### src/rtl/slave_port_if.sv
// Bus bundle between master_port and slave_port: serial handshake plus local memory-style port.
interface slave_port_if #(
    parameter int ADDR_WIDTH = 12,
    parameter int DATA_WIDTH = 8
);
    logic                  mode;
    logic                  wr_bus;
    logic                  master_valid;
    logic                  master_ready;
    logic                  rd_bus;
    logic                  slave_valid;
    logic                  slave_ready;
    logic                  ack;
    logic [ADDR_WIDTH-1:0] s_addr;
    logic [DATA_WIDTH-1:0] s_wr_data;
    logic                  s_wr_en;
    logic                  s_rd_en;
    logic [DATA_WIDTH-1:0] s_rd_data;
    logic                  s_rd_valid;

    modport slave (
        input  mode, wr_bus, master_valid, master_ready, s_rd_data, s_rd_valid,
        output rd_bus, slave_valid, slave_ready, ack, s_addr, s_wr_data, s_wr_en, s_rd_en
    );

    modport master (
        output mode, wr_bus, master_valid, master_ready, s_rd_data, s_rd_valid,
        input  rd_bus, slave_valid, slave_ready, ack, s_addr, s_wr_data, s_wr_en, s_rd_en
    );
endinterface

### src/rtl/slave_port.sv
// Serial bus slave: deserialises address/write data LSB-first, does one local
// write or read per frame, serialises read data back, and closes with an ack pulse.
module slave_port #(
    parameter int ADDR_WIDTH = 12,
    parameter int DATA_WIDTH = 8
) (
    input  logic         clk,
    input  logic         rstn,
    slave_port_if.slave  bus
);
    localparam int MAXW  = (ADDR_WIDTH > DATA_WIDTH) ? ADDR_WIDTH : DATA_WIDTH;
    localparam int CNT_W = $clog2(MAXW + 1);

    typedef enum logic [2:0] {IDLE, ADDR, WDATA, WRITE, RREQ, RWAIT, RDATA, ACK} state_e;

    state_e                state_q, state_d;
    logic [CNT_W-1:0]      cnt_q, cnt_d;
    logic                  mode_q, mode_d;
    logic [ADDR_WIDTH-1:0] addr_sh_q, addr_sh_d, s_addr_q, s_addr_d;
    logic [DATA_WIDTH-1:0] wdat_sh_q, wdat_sh_d, s_wr_data_q, s_wr_data_d;
    logic [DATA_WIDTH-1:0] rd_sh_q, rd_sh_d;

    logic                  ready;
    logic                  accept;
    logic [ADDR_WIDTH-1:0] addr_shifted;
    logic [DATA_WIDTH-1:0] wdat_shifted;

    // New bit enters at the MSB so the first bit received ends up in bit 0.
    assign addr_shifted = (addr_sh_q >> 1) | (ADDR_WIDTH'(bus.wr_bus) << (ADDR_WIDTH - 1));
    assign wdat_shifted = (wdat_sh_q >> 1) | (DATA_WIDTH'(bus.wr_bus) << (DATA_WIDTH - 1));
    assign accept       = bus.master_valid && ready;

    always_ff @(posedge clk or negedge rstn) begin
        if (!rstn) begin
            state_q     <= IDLE;
            cnt_q       <= '0;
            mode_q      <= 1'b0;
            addr_sh_q   <= '0;
            wdat_sh_q   <= '0;
            rd_sh_q     <= '0;
            s_addr_q    <= '0;
            s_wr_data_q <= '0;
        end else begin
            state_q     <= state_d;
            cnt_q       <= cnt_d;
            mode_q      <= mode_d;
            addr_sh_q   <= addr_sh_d;
            wdat_sh_q   <= wdat_sh_d;
            rd_sh_q     <= rd_sh_d;
            s_addr_q    <= s_addr_d;
            s_wr_data_q <= s_wr_data_d;
        end
    end

    always_comb begin
        state_d     = state_q;
        cnt_d       = cnt_q;
        mode_d      = mode_q;
        addr_sh_d   = addr_sh_q;
        wdat_sh_d   = wdat_sh_q;
        rd_sh_d     = rd_sh_q;
        s_addr_d    = s_addr_q;
        s_wr_data_d = s_wr_data_q;
        case (state_q)
            IDLE: if (accept) begin
                mode_d    = bus.mode;
                addr_sh_d = addr_shifted;
                if (ADDR_WIDTH == 1) begin
                    s_addr_d = addr_shifted;
                    cnt_d    = '0;
                    state_d  = bus.mode ? WDATA : RREQ;
                end else begin
                    cnt_d   = CNT_W'(1);
                    state_d = ADDR;
                end
            end
            ADDR: if (accept) begin
                addr_sh_d = addr_shifted;
                if (cnt_q == CNT_W'(ADDR_WIDTH - 1)) begin
                    s_addr_d = addr_shifted;
                    cnt_d    = '0;
                    state_d  = mode_q ? WDATA : RREQ;
                end else begin
                    cnt_d = cnt_q + CNT_W'(1);
                end
            end
            WDATA: if (accept) begin
                wdat_sh_d = wdat_shifted;
                if (cnt_q == CNT_W'(DATA_WIDTH - 1)) begin
                    s_wr_data_d = wdat_shifted;
                    cnt_d       = '0;
                    state_d     = WRITE;
                end else begin
                    cnt_d = cnt_q + CNT_W'(1);
                end
            end
            WRITE: state_d = ACK;
            RREQ:  state_d = RWAIT;
            RWAIT: if (bus.s_rd_valid) begin
                rd_sh_d = bus.s_rd_data;
                cnt_d   = '0;
                state_d = RDATA;
            end
            RDATA: if (bus.master_ready) begin
                rd_sh_d = rd_sh_q >> 1;
                if (cnt_q == CNT_W'(DATA_WIDTH - 1)) begin
                    cnt_d   = '0;
                    state_d = ACK;
                end else begin
                    cnt_d = cnt_q + CNT_W'(1);
                end
            end
            ACK:     state_d = IDLE;
            default: state_d = IDLE;
        endcase
    end

    logic sv, rdb, ackp, wen, ren;

    always_comb begin
        ready = 1'b0;
        sv    = 1'b0;
        rdb   = 1'b0;
        ackp  = 1'b0;
        wen   = 1'b0;
        ren   = 1'b0;
        case (state_q)
            IDLE, ADDR, WDATA: ready = 1'b1;
            WRITE:             wen   = 1'b1;
            RREQ:              ren   = 1'b1;
            RDATA: begin
                sv  = 1'b1;
                rdb = rd_sh_q[0];
            end
            ACK:               ackp  = 1'b1;
            default:           ready = 1'b0;
        endcase
    end

    assign bus.slave_ready = ready;
    assign bus.slave_valid = sv;
    assign bus.rd_bus      = rdb;
    assign bus.ack         = ackp;
    assign bus.s_wr_en     = wen;
    assign bus.s_rd_en     = ren;
    assign bus.s_addr      = s_addr_q;
    assign bus.s_wr_data   = s_wr_data_q;
endmodule

### src/flat_wrapper.sv
// flat-port wrapper written by rule: the top's interface ports become plain ports
module slave_port_flat 
#(
    parameter int ADDR_WIDTH = 12,
    parameter int DATA_WIDTH = 8
)
  (clk, rstn, bus_mode, bus_wr_bus, bus_master_valid, bus_master_ready, bus_s_rd_data, bus_s_rd_valid, bus_rd_bus, bus_slave_valid, bus_slave_ready, bus_ack, bus_s_addr, bus_s_wr_data, bus_s_wr_en, bus_s_rd_en);
  slave_port_if #(.ADDR_WIDTH(ADDR_WIDTH), .DATA_WIDTH(DATA_WIDTH)) bus_i ();
  input  logic clk;
  input  logic rstn;
  input wire logic [$bits(bus_i.mode)-1:0] bus_mode;
  input wire logic [$bits(bus_i.wr_bus)-1:0] bus_wr_bus;
  input wire logic [$bits(bus_i.master_valid)-1:0] bus_master_valid;
  input wire logic [$bits(bus_i.master_ready)-1:0] bus_master_ready;
  input wire logic [$bits(bus_i.s_rd_data)-1:0] bus_s_rd_data;
  input wire logic [$bits(bus_i.s_rd_valid)-1:0] bus_s_rd_valid;
  output wire logic [$bits(bus_i.rd_bus)-1:0] bus_rd_bus;
  output wire logic [$bits(bus_i.slave_valid)-1:0] bus_slave_valid;
  output wire logic [$bits(bus_i.slave_ready)-1:0] bus_slave_ready;
  output wire logic [$bits(bus_i.ack)-1:0] bus_ack;
  output wire logic [$bits(bus_i.s_addr)-1:0] bus_s_addr;
  output wire logic [$bits(bus_i.s_wr_data)-1:0] bus_s_wr_data;
  output wire logic [$bits(bus_i.s_wr_en)-1:0] bus_s_wr_en;
  output wire logic [$bits(bus_i.s_rd_en)-1:0] bus_s_rd_en;
  assign bus_i.mode = bus_mode;
  assign bus_i.wr_bus = bus_wr_bus;
  assign bus_i.master_valid = bus_master_valid;
  assign bus_i.master_ready = bus_master_ready;
  assign bus_i.s_rd_data = bus_s_rd_data;
  assign bus_i.s_rd_valid = bus_s_rd_valid;
  assign bus_rd_bus = bus_i.rd_bus;
  assign bus_slave_valid = bus_i.slave_valid;
  assign bus_slave_ready = bus_i.slave_ready;
  assign bus_ack = bus_i.ack;
  assign bus_s_addr = bus_i.s_addr;
  assign bus_s_wr_data = bus_i.s_wr_data;
  assign bus_s_wr_en = bus_i.s_wr_en;
  assign bus_s_rd_en = bus_i.s_rd_en;
  slave_port #(.ADDR_WIDTH(ADDR_WIDTH), .DATA_WIDTH(DATA_WIDTH)) u_core (.clk(clk), .rstn(rstn), .bus(bus_i));
endmodule
### config.mk
export PLATFORM = sky130hd
export DESIGN_NAME = slave_port_flat
export DESIGN_NICKNAME = d
export VERILOG_FILES = /design/src/rtl/slave_port_if.sv /design/src/rtl/slave_port.sv /design/src/flat_wrapper.sv
export SDC_FILE = /design/constraint.sdc
export NUM_CORES = 1
export LEC_CHECK = 0
export BUFFER_PORTS_ARGS = -buffer_cell sky130_fd_sc_hd__buf_2
export CORE_AREA = 4 4 69 71
export CTS_CLUSTER_DIAMETER = 50
export CTS_CLUSTER_SIZE = 16
export DETAILED_ROUTE_END_ITERATION = 10
export DIE_AREA = 0 0 73 75
export PLACE_DENSITY = 0.83
export SYNTH_ARGS = -nofsm -noshare
export SYNTH_HDL_FRONTEND = slang
export SYNTH_SLANG_ARGS = --single-unit
### constraint.sdc
create_clock -name clk -period 4.95 [get_ports clk]
set_input_delay 0.99 -clock clk [delete_from_list [all_inputs] [get_ports clk]]
set_output_delay 0.99 -clock clk [all_outputs]
set_load 0.005 [all_outputs]
# Yosys cells after proc, flatten, opt, wreduce, memory -nomap -nowiden
# Index checks and enable logic that the tools add are counted.
# totals
reg_bits	56
inputBits	15
out_inout_bits	26
# classes
n_addsub	1
n_eq_ne	17
muxes	27
bitwise_logic	2
n_reduce_logical	14
# op_table
operator	n
$mux W4	7
$mux W3	9
$pmux W3 S8	1
$pmux W4 S5	1
$mux W8	2
$pmux W8 S2	1
$eq A3 B3 Y1 const B	4
$ne A2 B1 Y1 const B	6
$or A11 B12 Y12	1
$reduce_and A3 Y1	3
$or A7 B8 Y8	1
$reduce_and A8 Y1	1
$eq A3 B2 Y1 const B	2
$mux W1	6
$reduce_and A2 Y1	3
$reduce_and A6 Y1	1
$reduce_bool A5 Y1	1
$add A4 B1 Y4 const B	1
$eq A4 B3 Y1 const B	1
$eq A4 B4 Y1 const B	1
$ne A2 B2 Y1 const B	2
$eq A3 B1 Y1 const B	1
$logic_not A3 Y1	1
$reduce_or A3 Y1	1
other kinds (3)	3

# Longest topological paths before layout
# logic_depth
word_depth	6
ltp_mapped	8

# Least setup slack after synthesis
# Ideal clock, no wire load.
# synth_path
path_kind	reg2out
startpoint	register u_core.state_q[0]
endpoint	output port bus_slave_valid
t_arrival_ns	1.173
required_ns	3.960
path_slack_ns	2.787
stages_incl_launch_ff	6
path_cell_list	dfrtp_1 inv_1 ha_1 buf_6 nand2_1 inv_1
# synth_between
elab_chain_len	2
# synth_lines
item	line	source
from (decl)	slave_port.sv:16	state_e state_q, state_d;
from (signal assigned)	slave_port.sv:44	state_q <= state_d;
$eq A3 B3 Y1	slave_port.sv:127	case (state_q)
$mux W1	slave_port.sv:127	
to (decl)	flat_wrapper.sv:18	output wire logic [$bits(bus_i.slave_valid)-1:0] bus_slave_valid;
# Every way passes these cells.

# Final worst setup path
# Same ends and word-level chain as after synthesis.

==> impl_metrics.sql <==
INSERT INTO impl_metrics (metric_group, metric, value, unit) VALUES
('run_status', 'status', 'finished, final reports clean', ''),
('timing', 'final.hold.worst_slack', '0.508', 'ns'),
('clocking', 'numCtsBuffers', '5', ''),
('clocking', 'postCtsSetupBuffers', '0', ''),
('timing', 'actual_transition_at_the_worst_max_transition_pin', '0.966', 'ns'),
('die', 'fp.dieW', '73', 'um'),
('timing', 'worst_slack', '2.11', 'ns'),
('die', 'ios', '41', ''),
('synth', 'syn_inst', '188', ''),
('synth', 'synthesis.area_per_instance', '13.1', 'sq um'),
('routing', 'drt_first_pass_iters', '4', ''),
('pwr', 'leakagePower', '1.42', 'nW'),
('synth', 'ys_ff_latch', '54', ''),
('timing', 'slew_headroom', '35.3', '%'),
('clocking', 'root_buffer', 'clkbuf_8', ''),
('critical_path', 'crit_fanout', '11', ''),
('grt', 'global_route_wire_length_before_repair', '7.07', 'mm'),
('synth', 'leading_post_synthesis_cells_by_cell_area', 'dfrtp_1 55%, mux2_2 18%, mux2i_1 3.3%', ''),
('critical_path', 'required_time_at_the_endpoint_of_the_critical_path', '3.96', 'ns'),
('final_layout', 'finalNetCount', '250', ''),
('timing', 'skew', '0.00871', 'ns'),
('pwr', 'power_per_cell_area', '511', 'mW/mm^2'),
('clocking', 'cts_hold_buffers', '0', ''),
('pwr', 'fin_total_pwr', '1.42', 'mW'),
('final_layout', 'drive_above_1_share', '42.0', '%'),
('synth', 'netlist_area', '0.00246', 'sq mm'),
('die', 'die_y', '75', 'um'),
('placement', 'place.detailed.hpwl', '2.91', 'mm'),
('placement', 'preCtsSetupSlack', '2.40', 'ns'),
('critical_path', 'cp-start-kind', 'register', ''),
('pwr', 'ir_drop', '0.366', 'mV'),
('grt', 'via_count_of_the_first_global_routing_pass', '1500', ''),
('clocking', 'clock_latency_of_the_later_clocked_register_in_the_worst_skew_pair', '0.31', 'ns'),
('timing', 'period_needed', '2.84', 'ns'),
('timing', 'setup_violations', '0', ''),
('grt', 'globalRouteMet3Util', '4.54', '%'),
('synth', 'synthDominantAreaCellType', 'dfrtp_1', ''),
('grt', 'initial_antenna_violation_count', '0', ''),
('critical_path', 'cp_endpoint_kind', 'output port', ''),
('die', 'floorplan.initialDensity', '58.0', '%'),
('routing', 'detail_route.iter0.violations', '111', ''),
('synth', 'postSynthNetCount', '208', ''),
('routing', 'via_per_inst', '5.55', ''),
('synth', 'yosysUniqueCellTypes', '35', ''),
('clocking', 'cts.sink_count', '54', ''),
('grt', 'largest_net_degree_at_the_start_of_global_routing', '55', ''),
('timing', 'timing.final.hold_violations', '0', ''),
('clocking', 'cts_tree', 'done', ''),
('timing', 'fin_tns_setup', '0', 'ns'),
('grt', 'overflow', '0', ''),
('flow_run', 'maxCapViolCount', '0', ''),
('synth', 'synthDominantCellAreaShare', '55.0', '%'),
('clocking', 'maximum_root_to_sink_buffer_count', '2', ''),
('die', 'core_area', '0.00423', 'sq mm'),
('critical_path', 'timing_worst_setup_path_type', 'register to output port', ''),
('critical_path', 'cp.arrival', '1.85', 'ns'),
('timing', 'rsz0062_at_grt', 'no', ''),
('grt', 'use_met1', '23.4', '%'),
('routing', 'vias', '1572', ''),
('grt', 'groute.usage.overall', '16.7', '%'),
('timing', 'fin_crit_sh', '57.3', '%'),
('final_layout', 'layout.filler_cells', '308', ''),
('routing', 'final_antenna_net_count', '0', ''),
('final_layout', 'diodes', '0', ''),
('timing', 'maxClockFrequency', '352', 'MHz'),
('synth', 'yosysWarningCount', '0', ''),
('routing', 'routed_wire_length_per_instance', '14.7', 'um'),
('routing', 'drc', '0', ''),
('routing', 'drt_wl_total', '4.17', 'mm'),
('die', 'std_cell_rows', '24', ''),
('synth', 'sequential_share_of_the_synthesized_area', '55.0', '%'),
('clocking', 'clkTransAtPathRegs', '0.09', 'ns'),
('final_layout', 'area_growth_syn_to_layout', '13.0', '%'),
('placement', 'port_buffers', '40', ''),
('hold_path', 'hold_crit_path_type', 'register to register', ''),
('timing', 'maxSlewViolCount', '0', ''),
('grt', 'grt-busiest-layer', 'met2', ''),
('die', 'fp.dieArea', '0.00548', 'sq mm'),
('placement', 'weighted_congestion_reported_at_the_end_of_routability_driven_placement', '0.785', ''),
('clocking', 'cts_max_level', '2', ''),
('clocking', 'post_cts_resize_count', '0', ''),
('placement', 'placedCellCount', '275', ''),
('final_layout', 'layoutNonFillerInstCount', '283', ''),
('grt', 'grt_util_met2', '25.3', '%');
[worst paths after layout]
path / from / endpoint / slack (ns) / cells after the start
worst max-delay path: u_core.state_q[0]$_DFFE_PN0P_ / bus_slave_valid / 2.11 / 5
worst max register to register: u_core.state_q[1]$_DFFE_PN0P_ / u_core.bus.s_addr[8]$_DFFE_PN0P_ / 2.60 / 5
max in group asynchronous: rstn / u_core.addr_sh_q[1]$_DFFE_PN0P_ / 3.72 / 2
worst min register to register: u_core.bus.s_addr[2]$_DFFE_PN0P_ / u_core.bus.s_addr[2]$_DFFE_PN0P_ / 0.51 / 1
min in group asynchronous: rstn / u_core.state_q[1]$_DFFE_PN0P_ / 0.78 / 2
worst min-delay path: u_core.bus.s_addr[2]$_DFFE_PN0P_ / u_core.bus.s_addr[2]$_DFFE_PN0P_ / 0.51 / 1
[critical path, stage by stage (launching register included)]
cell     delay [ns]
dfrtp_1        0.43
inv_1          0.10
ha_1           0.40
nand2_1        0.36
inv_1          0.13
buf_2          0.12
[report_power, final]
| part | switching (mW) | internal (mW) | leakage (nW) |
|---|---|---|---|
| sequential | 0.104 | 0.570 | 0.699 |
| combinational | 0.248 | 0.249 | 0.676 |
| clock | 0.145 | 0.102 | 0.0418 |
[metrics by stage]
stage               util, %  cell area [sq um]
global route           65.5               2780
finish                 65.5               2780
detailed placement     63.4               2690
global placement       63.4               2690
floorplan                 -               2460
CTS                    65.5               2780
[registers in the layout, summed over array words and instances, names as in the netlist]
register,count
u_core.bus.s_wr_data,8
u_core.state_q,3
u_core.rd_sh_q,8
u_core.bus.s_addr,12
u_core.mode_q,1
u_core.cnt_q,4
u_core.addr_sh_q,11
u_core.wdat_sh_q,7
[cells in the final DEF, fill, tap and decap left out, drive strengths merged]
master,count
a21oi,8
a32o,1
and2,2
and3,1
buf,41
clkbuf,6
clkinvlp,1
dfrtp,54
ha,5
inv,6
mux2,41
mux2i,8
nand2,8
nand2b,4
nand3,2
nand3b,1
nor2,12
nor2b,8
nor3,4
o211ai,1
o21a,1
o21ai,7
o22ai,1
o31a,1
o31ai,3
o32a,1
o41ai,1
or2,1
or3,1
[cell usage after synthesis (all sizes together)]
master  number
a21oi        8
a32o         1
and2         2
and3         1
buf          6
dfrtp       54
ha           5
inv          5
mux2        41
mux2i        8
nand2        8
nand2b       4
nand3        2
nand3b       1
nor2        12
nor2b        8
nor3         4
o211ai       1
o21a         1
o21ai        7
o22ai        1
o31a         1
o31ai        3
o32a         1
o41ai        1
or2          1
or3          1
[routing by layer]
metal	share of wire (%)	routed length, um
met1	45	1860
met2	50	2070
met3	4.3	180
met4	1.4	60
met5	0	0
[kinds of logic after synthesis]
| kind of cell | after synthesis | synth area share (%) |
|---|---|---|
| buffers and inverters | 11 | 2.50 |
| AO/OA/AOI/OAI | 25 | 7.18 |
| flip-flops | 54 | 55.0 |
| multiplexers | 49 | 22.1 |
| AND/OR/NAND/NOR | 44 | 10.7 |
| adder cells (fa/ha/maj) | 5 | 2.55 |
[final cells by class]
| cell class | count | area (sq um) | area share (%) |
|---|---|---|---|
| timing repair buffer | 41 | 208 | 7.48 |
| multi-input combinational | 123 | 1040 | 37.6 |
| clock buffer | 6 | 72.6 | 2.61 |
| inverter | 5 | 18.8 | 0.676 |
| tap | 52 | 65.1 | 2.34 |
| sequential | 54 | 1350 | 48.7 |
| clock inverter | 2 | 16.3 | 0.586 |
(Power assumes the default switching activity.)
